<file path="src/rtl/fc_neuron_mac_if.sv">
// fc_neuron_mac_if: bundle between a controller and the fc_neuron_mac
// multiply-accumulate stage.
//   values          layer outputs; element i is values[i]
//   w_load_en       weight write strobe (index in w_load_address)
//   w_load_address  weight index
//   w_load_value    weight data, also the bias data
//   b_load_en       bias write strobe
//   start           begin a computation (level sampled)
//   busy            computation in progress
//   done            one-cycle pulse, result valid from this cycle
//   result          saturated neuron output
// master = controller side, slave = fc_neuron_mac side.
interface fc_neuron_mac_if #(
  parameter int SIZE     = 16,
  parameter int LAYER_SZ = 2
);
  logic [LAYER_SZ-1:0][SIZE-1:0] values;
  logic                          w_load_en;
  logic [SIZE-1:0]               w_load_address;
  logic [SIZE-1:0]               w_load_value;
  logic                          b_load_en;
  logic                          start;
  logic                          busy;
  logic                          done;
  logic [SIZE-1:0]               result;

  modport master (
    output values, w_load_en, w_load_address, w_load_value, b_load_en, start,
    input  busy, done, result
  );

  modport slave (
    input  values, w_load_en, w_load_address, w_load_value, b_load_en, start,
    output busy, done, result
  );
endinterface

</file>
<file path="src/rtl/fc_neuron_mac.sv">
// fc_neuron_mac: sequential multiply-accumulate for one fully connected neuron.
// Snapshots the layer value vector on start, accumulates one product of
// value and locally stored weight per clock on top of the bias, then emits
// a saturated Q(SIZE-FRAC).FRAC result with a one-cycle done pulse.
// Ports:
//   clk    rising-edge clock
//   rst_n  asynchronous active-low reset
//   bus    fc_neuron_mac_if slave modport (load port, start/busy/done/result)
//
// state    | meaning
// ---------+---------------------------------------------------------
// ST_IDLE  | waiting for start; weight/bias writes accepted
// ST_ACC   | adding snap[idx] * weight[idx] into acc, one per clock
// ST_OUT   | saturating acc into result, done pulses on leaving
module fc_neuron_mac #(
  parameter int SIZE     = 16,
  parameter int LAYER_SZ = 2,
  parameter int FRAC     = 8
) (
  input  logic                 clk,
  input  logic                 rst_n,
  fc_neuron_mac_if.slave       bus
);

  localparam int IDXW  = (LAYER_SZ > 1) ? $clog2(LAYER_SZ) : 1;
  localparam int PRODW = 2 * SIZE;
  // Headroom for LAYER_SZ products plus the shifted bias: no overflow possible.
  localparam int ACCW  = PRODW + $clog2(LAYER_SZ + 1);

  typedef enum logic [1:0] {
    ST_IDLE,
    ST_ACC,
    ST_OUT
  } state_t;

  state_t                        state_q, state_d;
  logic [LAYER_SZ-1:0][SIZE-1:0] snap_q, snap_d;
  logic [LAYER_SZ-1:0][SIZE-1:0] weight_q, weight_d;
  logic [SIZE-1:0]               bias_q, bias_d;
  logic signed [ACCW-1:0]        acc_q, acc_d;
  logic [IDXW-1:0]               idx_q, idx_d;
  logic [SIZE-1:0]               result_q, result_d;
  logic                          busy_q, busy_d;
  logic                          done_q, done_d;

  logic [SIZE-1:0]               bias_eff;
  logic signed [ACCW-1:0]        bias_ext;
  logic signed [PRODW-1:0]       prod;
  logic signed [ACCW-1:0]        prod_ext;
  logic signed [ACCW-1:0]        acc_sh;
  logic [ACCW-SIZE:0]            acc_hi;
  logic [SIZE-1:0]               sat_val;

  always_comb begin
    // A bias write in the same cycle as start must seed the accumulator.
    bias_eff = (bus.b_load_en && !busy_q) ? bus.w_load_value : bias_q;
    bias_ext = {{(ACCW-SIZE){bias_eff[SIZE-1]}}, bias_eff};

    prod     = $signed(snap_q[idx_q]) * $signed(weight_q[idx_q]);
    prod_ext = {{(ACCW-PRODW){prod[PRODW-1]}}, prod};

    // In range only if every bit above the result's sign bit matches it.
    acc_sh = acc_q >>> FRAC;
    acc_hi = acc_sh[ACCW-1:SIZE-1];
    if ((acc_hi == '0) || (acc_hi == '1)) begin
      sat_val = acc_sh[SIZE-1:0];
    end else if (acc_sh[ACCW-1]) begin
      sat_val = {1'b1, {(SIZE-1){1'b0}}};
    end else begin
      sat_val = {1'b0, {(SIZE-1){1'b1}}};
    end
  end

  always_comb begin
    state_d  = state_q;
    snap_d   = snap_q;
    weight_d = weight_q;
    bias_d   = bias_q;
    acc_d    = acc_q;
    idx_d    = idx_q;
    result_d = result_q;
    busy_d   = busy_q;
    done_d   = 1'b0;

    if (!busy_q) begin
      if (bus.w_load_en && (bus.w_load_address < SIZE'(LAYER_SZ))) begin
        for (int i = 0; i < LAYER_SZ; i++) begin
          if (bus.w_load_address == SIZE'(i)) begin
            weight_d[i] = bus.w_load_value;
          end
        end
      end
      if (bus.b_load_en) begin
        bias_d = bus.w_load_value;
      end
    end

    case (state_q)
      ST_IDLE: begin
        if (bus.start) begin
          snap_d  = bus.values;
          acc_d   = bias_ext <<< FRAC;
          idx_d   = '0;
          busy_d  = 1'b1;
          state_d = ST_ACC;
        end
      end
      ST_ACC: begin
        acc_d = acc_q + prod_ext;
        idx_d = idx_q + IDXW'(1);
        if (idx_q == IDXW'(LAYER_SZ - 1)) begin
          state_d = ST_OUT;
        end
      end
      ST_OUT: begin
        result_d = sat_val;
        done_d   = 1'b1;
        busy_d   = 1'b0;
        state_d  = ST_IDLE;
      end
      default: begin
        busy_d  = 1'b0;
        state_d = ST_IDLE;
      end
    endcase
  end

  always_ff @(posedge clk or negedge rst_n) begin
    if (!rst_n) begin
      state_q  <= ST_IDLE;
      snap_q   <= '0;
      weight_q <= '0;
      bias_q   <= '0;
      acc_q    <= '0;
      idx_q    <= '0;
      result_q <= '0;
      busy_q   <= 1'b0;
      done_q   <= 1'b0;
    end else begin
      state_q  <= state_d;
      snap_q   <= snap_d;
      weight_q <= weight_d;
      bias_q   <= bias_d;
      acc_q    <= acc_d;
      idx_q    <= idx_d;
      result_q <= result_d;
      busy_q   <= busy_d;
      done_q   <= done_d;
    end
  end

  assign bus.busy   = busy_q;
  assign bus.done   = done_q;
  assign bus.result = result_q;

endmodule
</file>
<file path="src/flat_wrapper.sv">
// flat-port wrapper written by rule: the top's interface ports become plain ports
module fc_neuron_mac_flat 
#(
  parameter int SIZE     = 16,
  parameter int LAYER_SZ = 2,
  parameter int FRAC     = 8
)
  (clk, rst_n, bus_values, bus_w_load_en, bus_w_load_address, bus_w_load_value, bus_b_load_en, bus_start, bus_busy, bus_done, bus_result);
  fc_neuron_mac_if #(.SIZE(SIZE), .LAYER_SZ(LAYER_SZ)) bus_i ();
  input  logic clk;
  input  logic rst_n;
  input wire logic [$bits(bus_i.values)-1:0] bus_values;
  input wire logic [$bits(bus_i.w_load_en)-1:0] bus_w_load_en;
  input wire logic [$bits(bus_i.w_load_address)-1:0] bus_w_load_address;
  input wire logic [$bits(bus_i.w_load_value)-1:0] bus_w_load_value;
  input wire logic [$bits(bus_i.b_load_en)-1:0] bus_b_load_en;
  input wire logic [$bits(bus_i.start)-1:0] bus_start;
  output wire logic [$bits(bus_i.busy)-1:0] bus_busy;
  output wire logic [$bits(bus_i.done)-1:0] bus_done;
  output wire logic [$bits(bus_i.result)-1:0] bus_result;
  assign bus_i.values = bus_values;
  assign bus_i.w_load_en = bus_w_load_en;
  assign bus_i.w_load_address = bus_w_load_address;
  assign bus_i.w_load_value = bus_w_load_value;
  assign bus_i.b_load_en = bus_b_load_en;
  assign bus_i.start = bus_start;
  assign bus_busy = bus_i.busy;
  assign bus_done = bus_i.done;
  assign bus_result = bus_i.result;
  fc_neuron_mac #(.SIZE(SIZE), .LAYER_SZ(LAYER_SZ), .FRAC(FRAC)) u_core (.clk(clk), .rst_n(rst_n), .bus(bus_i));
endmodule
</file>
<file path="config.mk">
export PLATFORM = sky130hd
export DESIGN_NAME = fc_neuron_mac_flat
export DESIGN_NICKNAME = d
export VERILOG_FILES = /design/src/rtl/fc_neuron_mac_if.sv /design/src/rtl/fc_neuron_mac.sv /design/src/flat_wrapper.sv
export SDC_FILE = /design/constraint.sdc
export NUM_CORES = 1
export LEC_CHECK = 0
export CAP_MARGIN = 20
export CELL_PAD_IN_SITES_DETAIL_PLACEMENT = 0
export CELL_PAD_IN_SITES_GLOBAL_PLACEMENT = 1
export CORE_AREA = 10 10 211 293
export CTS_BUF_LIST = sky130_fd_sc_hd__clkbuf_2 sky130_fd_sc_hd__clkbuf_4 sky130_fd_sc_hd__clkbuf_8
export CTS_CLUSTER_SIZE = 24
export DETAILED_ROUTE_END_ITERATION = 8
export DIE_AREA = 0 0 221 303
export GPL_TIMING_DRIVEN = 1
export PLACE_DENSITY = 0.52
export SYNTH_ARGS = -nofsm -noshare
export SYNTH_HDL_FRONTEND = slang
export SYNTH_SLANG_ARGS = --single-unit
</file>
<file path="constraint.sdc">
create_clock -name clk -period 8.6 [get_ports clk]
set_clock_uncertainty 0.1 [all_clocks]
set_input_delay 1.72 -clock clk [delete_from_list [all_inputs] [get_ports clk]]
set_output_delay 1.72 -clock clk [all_outputs]
set_load 0.02 [all_outputs]
</file>
==> flow_summary.ini <==
[outcome]
status = finished, final reports clean

[route]
dr_total_vias = 12000
routed_wl_um = 53300
vias_per_cell = 4.66
post_drt_wl_per_cell_um = 20.7
drc = 0
antenna_left = 0
drt_iter0_drc = 594
firstDrtPassIters = 7

[setup_path]
crit_end = u_core.acc_q[33]
cp-start-kind = flop
r2r-end = u_core.acc_q[33]
worst_ep_arrival_time_ns = 7.93
crit_path_max_fanout = 20
reg2reg_slack_ns = 0.95
cp_slowest_stage_delay_ns = 0.90
crit_slowest_cell = fa_1
r2r-start = u_core.idx_q
critPathRequiredTime_ns = 8.88
worstSetupPathDepth = 21
reg2reg_depth = 21
crit_family = adder cells
crit_path_cell_trace = buf_4, mux2i_1, nor2_1, fa_1, fa_1, inv_1, fa_1, inv_1, fa_1, inv_1, fa_1, fa_1, xnor2_1, xnor2_1, xnor2_1, xnor2_1, nor2_1, a221oi_1, o21ai_1, a21oi_1, o211ai_1
crit_path_start = u_core.idx_q
critPathCaptureType = flop
worst-path-buf-inv = 4
cpMostUsedCell = fa_1
critPathKind = reg -> reg

[worst_hold_path]
worstHoldPathType = reg -> reg
timing.hold.worst_path_depth = 2

[clock_network]
worstSkewPairLatency_ns = 0.51
postCtsResizedCells = 0
htreeDepth = 4
numCtsBuffers = 17
postCtsSetupBuffers = 0
clkTransAtPathRegs_ns = 0.10
cts_sinks = 135
postCtsHoldBufs = 0
cts_root_buffer = clkbuf_8
clockBufferDepth = 2
tritoncts = done

[job]
cap_violations = 0

[grt]
top_usage_layer = met2
met3_usage_pct = 1.28
grt_pass1_wl_um = 83300
grt_max_degree = 89
antenna_found_initial = 1
grtUsageMet2_pct = 33.7
track_usage_pct = 16.4
use_met1_pct = 16.8
overflow = 0
grt_pass1_vias = 13600

[place]
gp_congestion = 0.839
dp_hpwl_um = 44200
port-buffer-count = 86
post-place-ws_ns = 0.985

[cells_and_area]
final-seq-area_mm2 = 0.00338
layout_common_cells = 349 x inv_1, 305 x fa_1, 265 x nand2_1
finalNetCount = 2302
nFillCells = 5922
multi_input_area_mm2 = 0.0119
final_layout_size_suffix_gt1_share_pct = 8.81
area_growth_pct = 13.7
mostFrequentLayoutCell = inv_1

[power]
p_per_area_mw_per_mm2 = 183
switching_share_pct = 49.4
cellInternalPower_uw = 1770
p_clk_share_pct = 15.3
vdd_drop_max_mv = 0.0994
power_frac_seq_pct = 31.0
power.switching_uw = 1730
pwr-share-comb_pct = 53.7
leakage_uw = 0.00974

[floorplan]
rows = 103
die_w_um = 221
core_mm2 = 0.0562
die_area_mm2 = 0.0670
pin_count = 87
die_y_um = 303
initial_utilization_pct = 29.9

[sta]
timing.final.ws_setup_ns = 0.954
hold_violations = 0
tightest_slew_ns = 0.990
rsz0062_at_grt = no
tns_ns = 0
setup_viol = 0
max_freq_ghz = 0.131
drv_slew = 0
fin_crit_sh_pct = 88.9
relSlewSlack_pct = 33.7
period_needed_ns = 7.65

[synth]
ys_warn_count = 0
netlist_instances = 1730
avgSynthCellArea_um2 = 9.70
synth_edf_count = 0
synthDistinctLibCells = 59
synth_flop_cell = dfrtp_1
syn_area_mm2 = 0.0168
yosysSeqAreaShare_pct = 20.1
postSynth.asyncResetShare_pct = 100
synth_nets = 2206
ys_seq_elements = 135
## state kept, by name, indices dropped and copies added, names as in the netlist
signal	cells
u_core.bias_q	16
u_core.acc_q	34
u_core.bus.busy	1
u_core.state_q	2
u_core.bus.result	16
u_core.snap_q	32
u_core.idx_q	1
u_core.bus.done	1
u_core.weight_q	32
## stage by stage
stage	utilization, %	instances	hold WS [ns]	power [uW]	area [um^2]
floorplan	-	1730	0.345	2130	16800
global placement	33.3	2541	0.364	3000	18700
finish	34.0	2574	0.384	3500	19100
CTS	33.9	2572	0.391	3580	19100
detailed placement	33.3	2541	0.369	3020	18700
global route	34.0	2574	0.416	3770	19100
## power by group through the flow
| stage | Sequential, uW | Combinational, uW | Clock, uW |
|---|---|---|---|
| 5_1_grt | 1110 | 2080 | 579 |
| 3_5_place_dp | 1110 | 1910 | 0 |
| 2_1_floorplan | 1010 | 1130 | 0 |
| 4_1_cts | 1100 | 1920 | 561 |
| 6_report | 1090 | 1880 | 535 |
| 3_3_place_gp | 1110 | 1890 | 0 |
## cell families after synthesis
kind of cell | after synthesis | synth area share (%)
AO/OA/AOI/OAI | 162 | 6.16
XOR/XNOR | 33 | 1.72
flip-flops | 135 | 20.1
multiplexers | 116 | 7.45
buffers and inverters | 398 | 8.94
adder cells (fa/ha/maj) | 407 | 44.0
AND/OR/NAND/NOR | 479 | 11.6
## tightest hold or removal path, stage by stage, from the launching register on
cell	delay, ns
dfrtp_1	0.35
nand2_1	0.05
nand2_1	0.05
## metal layers
metal / routed length [um] / up-vias
met5: 0 / -
met4: 1390 / 0
met3: 865 / 56
met2: 31900 / 151
met1: 19100 / 6294
li1: - / 5502
## how the worst min path moves through the flow
stage                          start                     to  slack, ns
3_5_place_dp   u_core.bus.result[15]  u_core.bus.result[15]       0.37
2_1_floorplan       u_core.snap_q[0]       u_core.snap_q[0]       0.34
6_report       u_core.bus.result[15]  u_core.bus.result[15]       0.38
5_1_grt            u_core.bias_q[13]      u_core.bias_q[13]       0.42
3_3_place_gp       u_core.bias_q[15]      u_core.bias_q[15]       0.36
4_1_cts        u_core.bus.result[15]  u_core.bus.result[15]       0.39
## cells in the mapped netlist (14+ instances only)
library cell	n	area share, %
dfrtp_1	135	20
nor2_1	148	3.3
mux2i_1	45	2.7
clkbuf_1	40	0.89
nand2b_1	14	0.52
xnor2_1	22	1.1
a21oi_1	51	1.5
mux2_2	67	4.5
nand2_1	265	5.9
ha_1	102	7.6
inv_1	349	7.8
o21ai_0	44	1.3
fa_1	305	36
## cell type report
cell class              instances  share of cell area (%)
inverters                     349                    6.87
repair buffers                126                    6.20
multi-input cells            1197                    62.5
clock buffers                  18                    1.27
flip-flops and latches        135                    17.7
diodes                          1                  0.0131
clock inverters                13                   0.656
well taps                     735                    4.82
Note: power is estimated with default switching activity, not from simulation.
